### config.mk
export PLATFORM = sky130hd
export DESIGN_NAME = hyperspectral_hw_wrapped_mac_pipe
export DESIGN_NICKNAME = d
export VERILOG_FILES = /design/src/rtl/hyperspectral_hw_wrapped_mac_pipe.sv
export SDC_FILE = /design/constraint.sdc
export NUM_CORES = 1
export LEC_CHECK = 0
export CORE_MARGIN = 2
export CORE_UTILIZATION = 45
export CTS_CLUSTER_SIZE = 30
export DETAILED_ROUTE_END_ITERATION = 7
export HOLD_SLACK_MARGIN = 0.15
export PLACE_DENSITY = 0.63
export SLEW_MARGIN = 20
export SYNTH_ARGS = -nofsm -noshare
export SYNTH_HDL_FRONTEND = slang
export SYNTH_SLANG_ARGS = --single-unit
### constraint.sdc
create_clock -name clk -period 5.3 [get_ports clk]
set_input_delay 1.06 -clock clk [delete_from_list [all_inputs] [get_ports clk]]
set_output_delay 1.06 -clock clk [all_outputs]
set_load 0.01 [all_outputs]
### src/rtl/hyperspectral_hw_wrapped_mac_pipe.sv
// Pipelined signed x unsigned multiplier with tagged running-sum accumulation,
// saturating output register and ready/valid flow control on both sides.
module hyperspectral_hw_wrapped_mac_pipe #(
   parameter int DIN0_WIDTH = 19,
   parameter int DIN1_WIDTH = 8,
   parameter int DOUT_WIDTH = 19,
   parameter int ACC_WIDTH  = 40,
   parameter int MUL_STAGES = 3
) (
   input  logic                         clk,
   input  logic                         reset,
   input  logic                         ce,
   input  logic                         in_valid,
   output logic                         in_ready,
   input  logic signed [DIN0_WIDTH-1:0] din0,
   input  logic        [DIN1_WIDTH-1:0] din1,
   input  logic                         acc_en,
   input  logic                         in_last,
   output logic                         out_valid,
   input  logic                         out_ready,
   output logic signed [DOUT_WIDTH-1:0] dout,
   output logic                         out_ovf
);

   localparam int PW = DIN0_WIDTH + DIN1_WIDTH + 1;

   localparam logic signed [ACC_WIDTH-1:0] SAT_MAX =
      {{(ACC_WIDTH-DOUT_WIDTH+1){1'b0}}, {(DOUT_WIDTH-1){1'b1}}};
   localparam logic signed [ACC_WIDTH-1:0] SAT_MIN =
      {{(ACC_WIDTH-DOUT_WIDTH+1){1'b1}}, {(DOUT_WIDTH-1){1'b0}}};

   logic                         adv;

   logic                         op_vld_q, op_vld_d;
   logic                         op_acc_q, op_acc_d;
   logic                         op_last_q, op_last_d;
   logic signed [DIN0_WIDTH-1:0] op0_q, op0_d;
   logic        [DIN1_WIDTH-1:0] op1_q, op1_d;

   logic                         pv_q    [MUL_STAGES];
   logic                         pv_d    [MUL_STAGES];
   logic                         pacc_q  [MUL_STAGES];
   logic                         pacc_d  [MUL_STAGES];
   logic                         plast_q [MUL_STAGES];
   logic                         plast_d [MUL_STAGES];
   logic signed [PW-1:0]         prod_q  [MUL_STAGES];
   logic signed [PW-1:0]         prod_d  [MUL_STAGES];

   logic signed [ACC_WIDTH-1:0]  acc_q, acc_d;
   logic                         first_q, first_d;
   logic                         out_valid_q, out_valid_d;
   logic signed [DOUT_WIDTH-1:0] dout_q, dout_d;
   logic                         ovf_q, ovf_d;

   logic signed [PW-1:0]         a_ext, b_ext, mul;
   logic signed [ACC_WIDTH-1:0]  p_ext, base, sum, res;
   logic signed [DOUT_WIDTH-1:0] sat_val;
   logic                         sat_ovf;
   logic                         tail_vld, tail_acc, tail_last;

   always_comb begin
      adv      = ce & ~(out_valid_q & ~out_ready);
      in_ready = adv;

      // din1 is zero-extended so the signed multiply treats it as unsigned
      a_ext = PW'(op0_q);
      b_ext = PW'(op1_q);
      mul   = a_ext * b_ext;

      tail_vld  = pv_q[MUL_STAGES-1];
      tail_acc  = pacc_q[MUL_STAGES-1];
      tail_last = plast_q[MUL_STAGES-1];
      p_ext     = ACC_WIDTH'(prod_q[MUL_STAGES-1]);
      base      = first_q ? '0 : acc_q;
      sum       = base + p_ext;
      res       = tail_acc ? sum : p_ext;

      sat_ovf = 1'b1;
      if (res > SAT_MAX)
         sat_val = SAT_MAX[DOUT_WIDTH-1:0];
      else if (res < SAT_MIN)
         sat_val = SAT_MIN[DOUT_WIDTH-1:0];
      else begin
         sat_val = res[DOUT_WIDTH-1:0];
         sat_ovf = 1'b0;
      end

      op_vld_d    = op_vld_q;
      op_acc_d    = op_acc_q;
      op_last_d   = op_last_q;
      op0_d       = op0_q;
      op1_d       = op1_q;
      pv_d        = pv_q;
      pacc_d      = pacc_q;
      plast_d     = plast_q;
      prod_d      = prod_q;
      acc_d       = acc_q;
      first_d     = first_q;
      out_valid_d = out_valid_q;
      dout_d      = dout_q;
      ovf_d       = ovf_q;

      if (adv) begin
         op_vld_d   = in_valid;
         op_acc_d   = acc_en;
         op_last_d  = in_last;
         op0_d      = din0;
         op1_d      = din1;
         pv_d[0]    = op_vld_q;
         pacc_d[0]  = op_acc_q;
         plast_d[0] = op_last_q;
         prod_d[0]  = mul;
         for (int i = 1; i < MUL_STAGES; i++) begin
            pv_d[i]    = pv_q[i-1];
            pacc_d[i]  = pacc_q[i-1];
            plast_d[i] = plast_q[i-1];
            prod_d[i]  = prod_q[i-1];
         end

         // adv=1 means any pending result is consumed this cycle
         out_valid_d = 1'b0;
         if (tail_vld) begin
            if (tail_acc && !tail_last) begin
               acc_d   = sum;
               first_d = 1'b0;
            end else begin
               out_valid_d = 1'b1;
               dout_d      = sat_val;
               ovf_d       = sat_ovf;
               if (tail_acc) begin
                  acc_d   = '0;
                  first_d = 1'b1;
               end
            end
         end
      end
   end

   always_ff @(posedge clk) begin
      if (reset) begin
         op_vld_q  <= 1'b0;
         op_acc_q  <= 1'b0;
         op_last_q <= 1'b0;
         op0_q     <= '0;
         op1_q     <= '0;
         for (int i = 0; i < MUL_STAGES; i++) begin
            pv_q[i]    <= 1'b0;
            pacc_q[i]  <= 1'b0;
            plast_q[i] <= 1'b0;
            prod_q[i]  <= '0;
         end
         acc_q       <= '0;
         first_q     <= 1'b1;
         out_valid_q <= 1'b0;
         dout_q      <= '0;
         ovf_q       <= 1'b0;
      end else begin
         op_vld_q    <= op_vld_d;
         op_acc_q    <= op_acc_d;
         op_last_q   <= op_last_d;
         op0_q       <= op0_d;
         op1_q       <= op1_d;
         pv_q        <= pv_d;
         pacc_q      <= pacc_d;
         plast_q     <= plast_d;
         prod_q      <= prod_d;
         acc_q       <= acc_d;
         first_q     <= first_d;
         out_valid_q <= out_valid_d;
         dout_q      <= dout_d;
         ovf_q       <= ovf_d;
      end
   end

   assign out_valid = out_valid_q;
   assign dout      = dout_q;
   assign out_ovf   = ovf_q;

endmodule

==> qor.yml <==
job:
  maxCapViolCount: 0
synthesis:
  syn-instance-count: 1906
  post_synth_instance_area_um2: 15250
  yosys_warnings: 0
  ys_ff_latch: 185
  synth_sequential_area_ratio_pct: 24.28
  netlist-cell-type-count: 79
  mappedNetlistNets: 2156
  synth-async-reset-ratio_pct: 0
  dominantRegCellSynth: "sky130_fd_sc_hd__dfxtp_1"
  syn_avg_cell_area_um2: 8.003
  synth-edff-count: 0
floorplanning:
  placeableCoreArea_um2: 33450
  boundaryPins: 56
  die_width_um: 188.1
  die_height_um: 188.1
  row_count: 67
  start_util_pct: 45.61
  dieArea_um2: 35390
sta:
  final_slew_violations: 0
  clock_skew_ns: 0.01906
  fin_worst_hold_slack_ns: 0.4467
  period_share_pct: 95.56
  max_freq_mhz: 197.4
  worst-slew-pin-transition_ns: 0.9581
  postLayoutSetupSlackWorst_ns: 0.2353
  max_slew_margin_pct: 36.13
  finalSetupViolations: 0
  period_minus_slack_ns: 5.065
  hold_viol: 0
clock_tree:
  cts.sinks: 185
  numCtsBuffers: 17
  cts_tree: "done"
  post-cts-setup-buffers: 0
  clk-insertion-delay-late_ns: 0.46
  hold_buffers: 0
  cts.htree.levels: 4
  clk_transition_reported_paths_ns: 0.08
  clock_path_buffers: 2
  clockRootBuffer: "sky130_fd_sc_hd__clkbuf_16"
critical_path:
  timing.rr.start: "op1_q[2]$_SDFFE_PP0P_"
  path_cells: "buf_6 -> nand2_1 -> fa_1 -> inv_1 -> fa_1 -> inv_1 -> fa_1 -> inv_1 -> fa_1 -> ha_1 -> or3_1 -> or2_2 -> nor3_2 -> o31ai_1 -> o41a_1 -> a31oi_1 -> xnor2_1 -> a211oi_1"
  worstSetupEndpointType: "register"
  worst-endpoint-arrival_ns: 5.44
  cp_slowest_stage_delay_ns: 0.55
  cp_data_required_time_ns: 5.67
  timing.critical_path.fanout_max: 11
  crit_path_frequent_cell: "sky130_fd_sc_hd__fa_1"
  critical_path.slowest_cell: "sky130_fd_sc_hd__fa_1"
  critical_path.startpoint_type: "register"
  setup.worst_path.class: "register to register"
  setup.worst_path.start: "op1_q[2]$_SDFFE_PP0P_"
detailed_routing:
  routed_wire_length_mm: 39.13
  avgViaCountPerCell: 5.495
  drtIter0Drc: 871
  route.detailed.drc: 0
  detailedRoute.firstPassIterationCount: 5
  via_count: 13072
  antenna_violating_nets_post_route: 0
  routedWlPerCell_um: 16.45
status:
  outcome: "complete, no violations"
finish:
  synthToLayoutAreaGrowth_pct: 11.71
  antennaDiodeCount: 0
  layout.nets: 2168
  final_layout_size_suffix_gt1_share_pct: 7.923
  n_fill_cell: 3221
placed_design:
  gpl.final_weighted_congestion: 0.8904
  post-dp-hpwl_mm: 29.50
  post-place-ws_ns: -0.07054
  port-buffer-count: 55
power:
  power.density_nw_per_um2: 187.1
  post-layout-total-power_mw: 3.188
  worst_vdd_ir_mv: 0.2576
  leakagePower_nw: 7.269
grt:
  vias_in_the_first_global_route: 13103
  grt_use_total_pct: 22.69
  grt.overflow.total: 0
  grt_first_pass_wirelength_mm: 65.25
  maximum_number_of_pins_on_one_net_before_global_route_repair: 111
  grt_antenna_before_repair: 0
min_path:
  hp-start: "pacc_q[1]$_SDFFE_PP0P_"
  hp-class: "register to register"
[cells in the final DEF (no fill, tap or decap), drive strengths merged, types with 12 or more instances in the layout]
cell type,n
o21ai,50
nor2,112
a31oi,16
ha,95
xnor2,31
clkdlybuf4s50,54
dfxtp,185
buf,51
nand2,344
clkbuf,17
a21o,21
a22oi,33
nand4,18
inv,185
nor3,25
mux2i,12
xor2,20
and2,95
fa,121
nand3,24
a21oi,191
a211oi,27
nor2b,47
[routing by layer]
| layer | global-route usage [%] | vias up | wire (um) |
|---|---|---|---|
| met4 | 8.025 | 0 | 1057 |
| met3 | 2.658 | 67 | 1591 |
| li1 | - | 6377 | - |
| met1 | 28.55 | 6290 | 17240 |
| met2 | 40.07 | 338 | 19250 |
| met5 | 0 | - | 0 |
[state kept, by name, indices dropped and copies added (netlist names), 2 cells and up]
name and flops:
p_ext 28, op0_q 19, pacc_q 2, op1_q 8, dout 19, plast_q 2
pv_q 2, acc_q 40, prod_q 56
[cell type report]
| class | count | area, um2 | share of cell area (%) |
|---|---|---|---|
| inverters | 180 | 678.2 | 3.979 |
| clock inverters | 15 | 182.7 | 1.072 |
| flip-flops and latches | 185 | 3715 | 21.80 |
| repair buffers | 105 | 980.9 | 5.756 |
| clock buffers | 17 | 425.4 | 2.496 |
| multi-input cells | 1429 | 10500 | 61.61 |
| well taps | 448 | 560.5 | 3.289 |
[final timing paths]
path / to / slack (ns) / cells after the start
worst min register to register: tail_acc$_SDFFE_PP0P_ / 0.45 / 2
worst min-delay path: tail_acc$_SDFFE_PP0P_ / 0.45 / 2
worst max register to register: prod_q[83]$_SDFFE_PP0P_ / 0.24 / 18
worst max-delay path: prod_q[83]$_SDFFE_PP0P_ / 0.24 / 18
[repair_timing]
item                       CTS  global route
pin swaps                    0             4
gates resized for setup      1            21
setup endpoints to repair    4             9
[metrics by stage]
step	instance area, um2	util (%)	std cells	setup TNS (ns)
finish	17040	50.95	2379	0
CTS	16970	50.73	2379	0
global route	17040	50.95	2379	-0.004261
detailed placement	16360	48.91	2347	-0.1869
global placement	16360	48.91	2347	0
floorplan	15250	-	1906	0
[cells by family (layout without fill, tap and decap cells)]
kind of cell             count (synthesis)  after routing  share of synthesized area (%)
AO/OA/AOI/OAI                          422            422                          17.89
multiplexers                            23             23                          1.599
AND/OR/NAND/NOR                        717            717                          22.18
adder cells (fa/ha/maj)                216            216                          23.67
XOR/XNOR                                51             51                          2.928
buffers and inverters                  292            317                          7.456
flip-flops                             185            185                          24.28
[worst max-delay path, delay by kind of cell (launching register included)]
kind	cells	cell delay, ns
adder cells (fa/ha/maj)	5	2.21
AND/OR/NAND/NOR	4	1.03
buffers and inverters	4	0.31
AO/OA/AOI/OAI	4	0.90
flip-flops	1	0.43
XOR/XNOR	1	0.10
[synth_stat cells, types with 5 or more instances]
cell | number | share of area [%]
sky130_fd_sc_hd__nor3_1 | 25 | 0.82
sky130_fd_sc_hd__or3_1 | 9 | 0.37
sky130_fd_sc_hd__a211oi_1 | 16 | 0.79
sky130_fd_sc_hd__nand4_1 | 18 | 0.74
sky130_fd_sc_hd__nand3_2 | 10 | 0.66
sky130_fd_sc_hd__a211o_1 | 7 | 0.40
sky130_fd_sc_hd__nor2_1 | 112 | 2.8
sky130_fd_sc_hd__ha_1 | 95 | 7.8
sky130_fd_sc_hd__a22oi_1 | 33 | 1.6
sky130_fd_sc_hd__nand3_1 | 14 | 0.46
sky130_fd_sc_hd__xor2_1 | 20 | 1.1
sky130_fd_sc_hd__o21ai_0 | 39 | 1.3
sky130_fd_sc_hd__a21oi_1 | 189 | 6.2
sky130_fd_sc_hd__a211oi_2 | 11 | 0.90
sky130_fd_sc_hd__fa_1 | 121 | 16
sky130_fd_sc_hd__nand2_1 | 344 | 8.5
sky130_fd_sc_hd__mux2i_1 | 12 | 0.79
sky130_fd_sc_hd__and3_1 | 10 | 0.41
sky130_fd_sc_hd__o211ai_1 | 10 | 0.49
sky130_fd_sc_hd__o31ai_1 | 7 | 0.34
sky130_fd_sc_hd__a31oi_1 | 16 | 0.66
sky130_fd_sc_hd__nor2b_1 | 47 | 1.9
sky130_fd_sc_hd__a32o_1 | 7 | 0.46
sky130_fd_sc_hd__nand2b_1 | 5 | 0.21
sky130_fd_sc_hd__xnor2_1 | 31 | 1.8
sky130_fd_sc_hd__o21ai_1 | 10 | 0.33
sky130_fd_sc_hd__inv_1 | 179 | 4.4
sky130_fd_sc_hd__mux2_2 | 11 | 0.81
sky130_fd_sc_hd__dfxtp_1 | 185 | 24
sky130_fd_sc_hd__and2_1 | 95 | 3.9
sky130_fd_sc_hd__a311oi_1 | 5 | 0.29
sky130_fd_sc_hd__a21o_1 | 21 | 1.0
sky130_fd_sc_hd__clkbuf_1 | 102 | 2.5
sky130_fd_sc_hd__o21a_1 | 8 | 0.39
sky130_fd_sc_hd__o21bai_1 | 11 | 0.54
[where the power goes]
group | total [mW] | internal [mW] | switching (mW)
sequential | 1.46 | 1.42 | 0.0377
combinational | 0.414 | 0.165 | 0.248
clock | 1.31 | 0.675 | 0.639
Note: power is estimated with default switching activity, not from simulation.
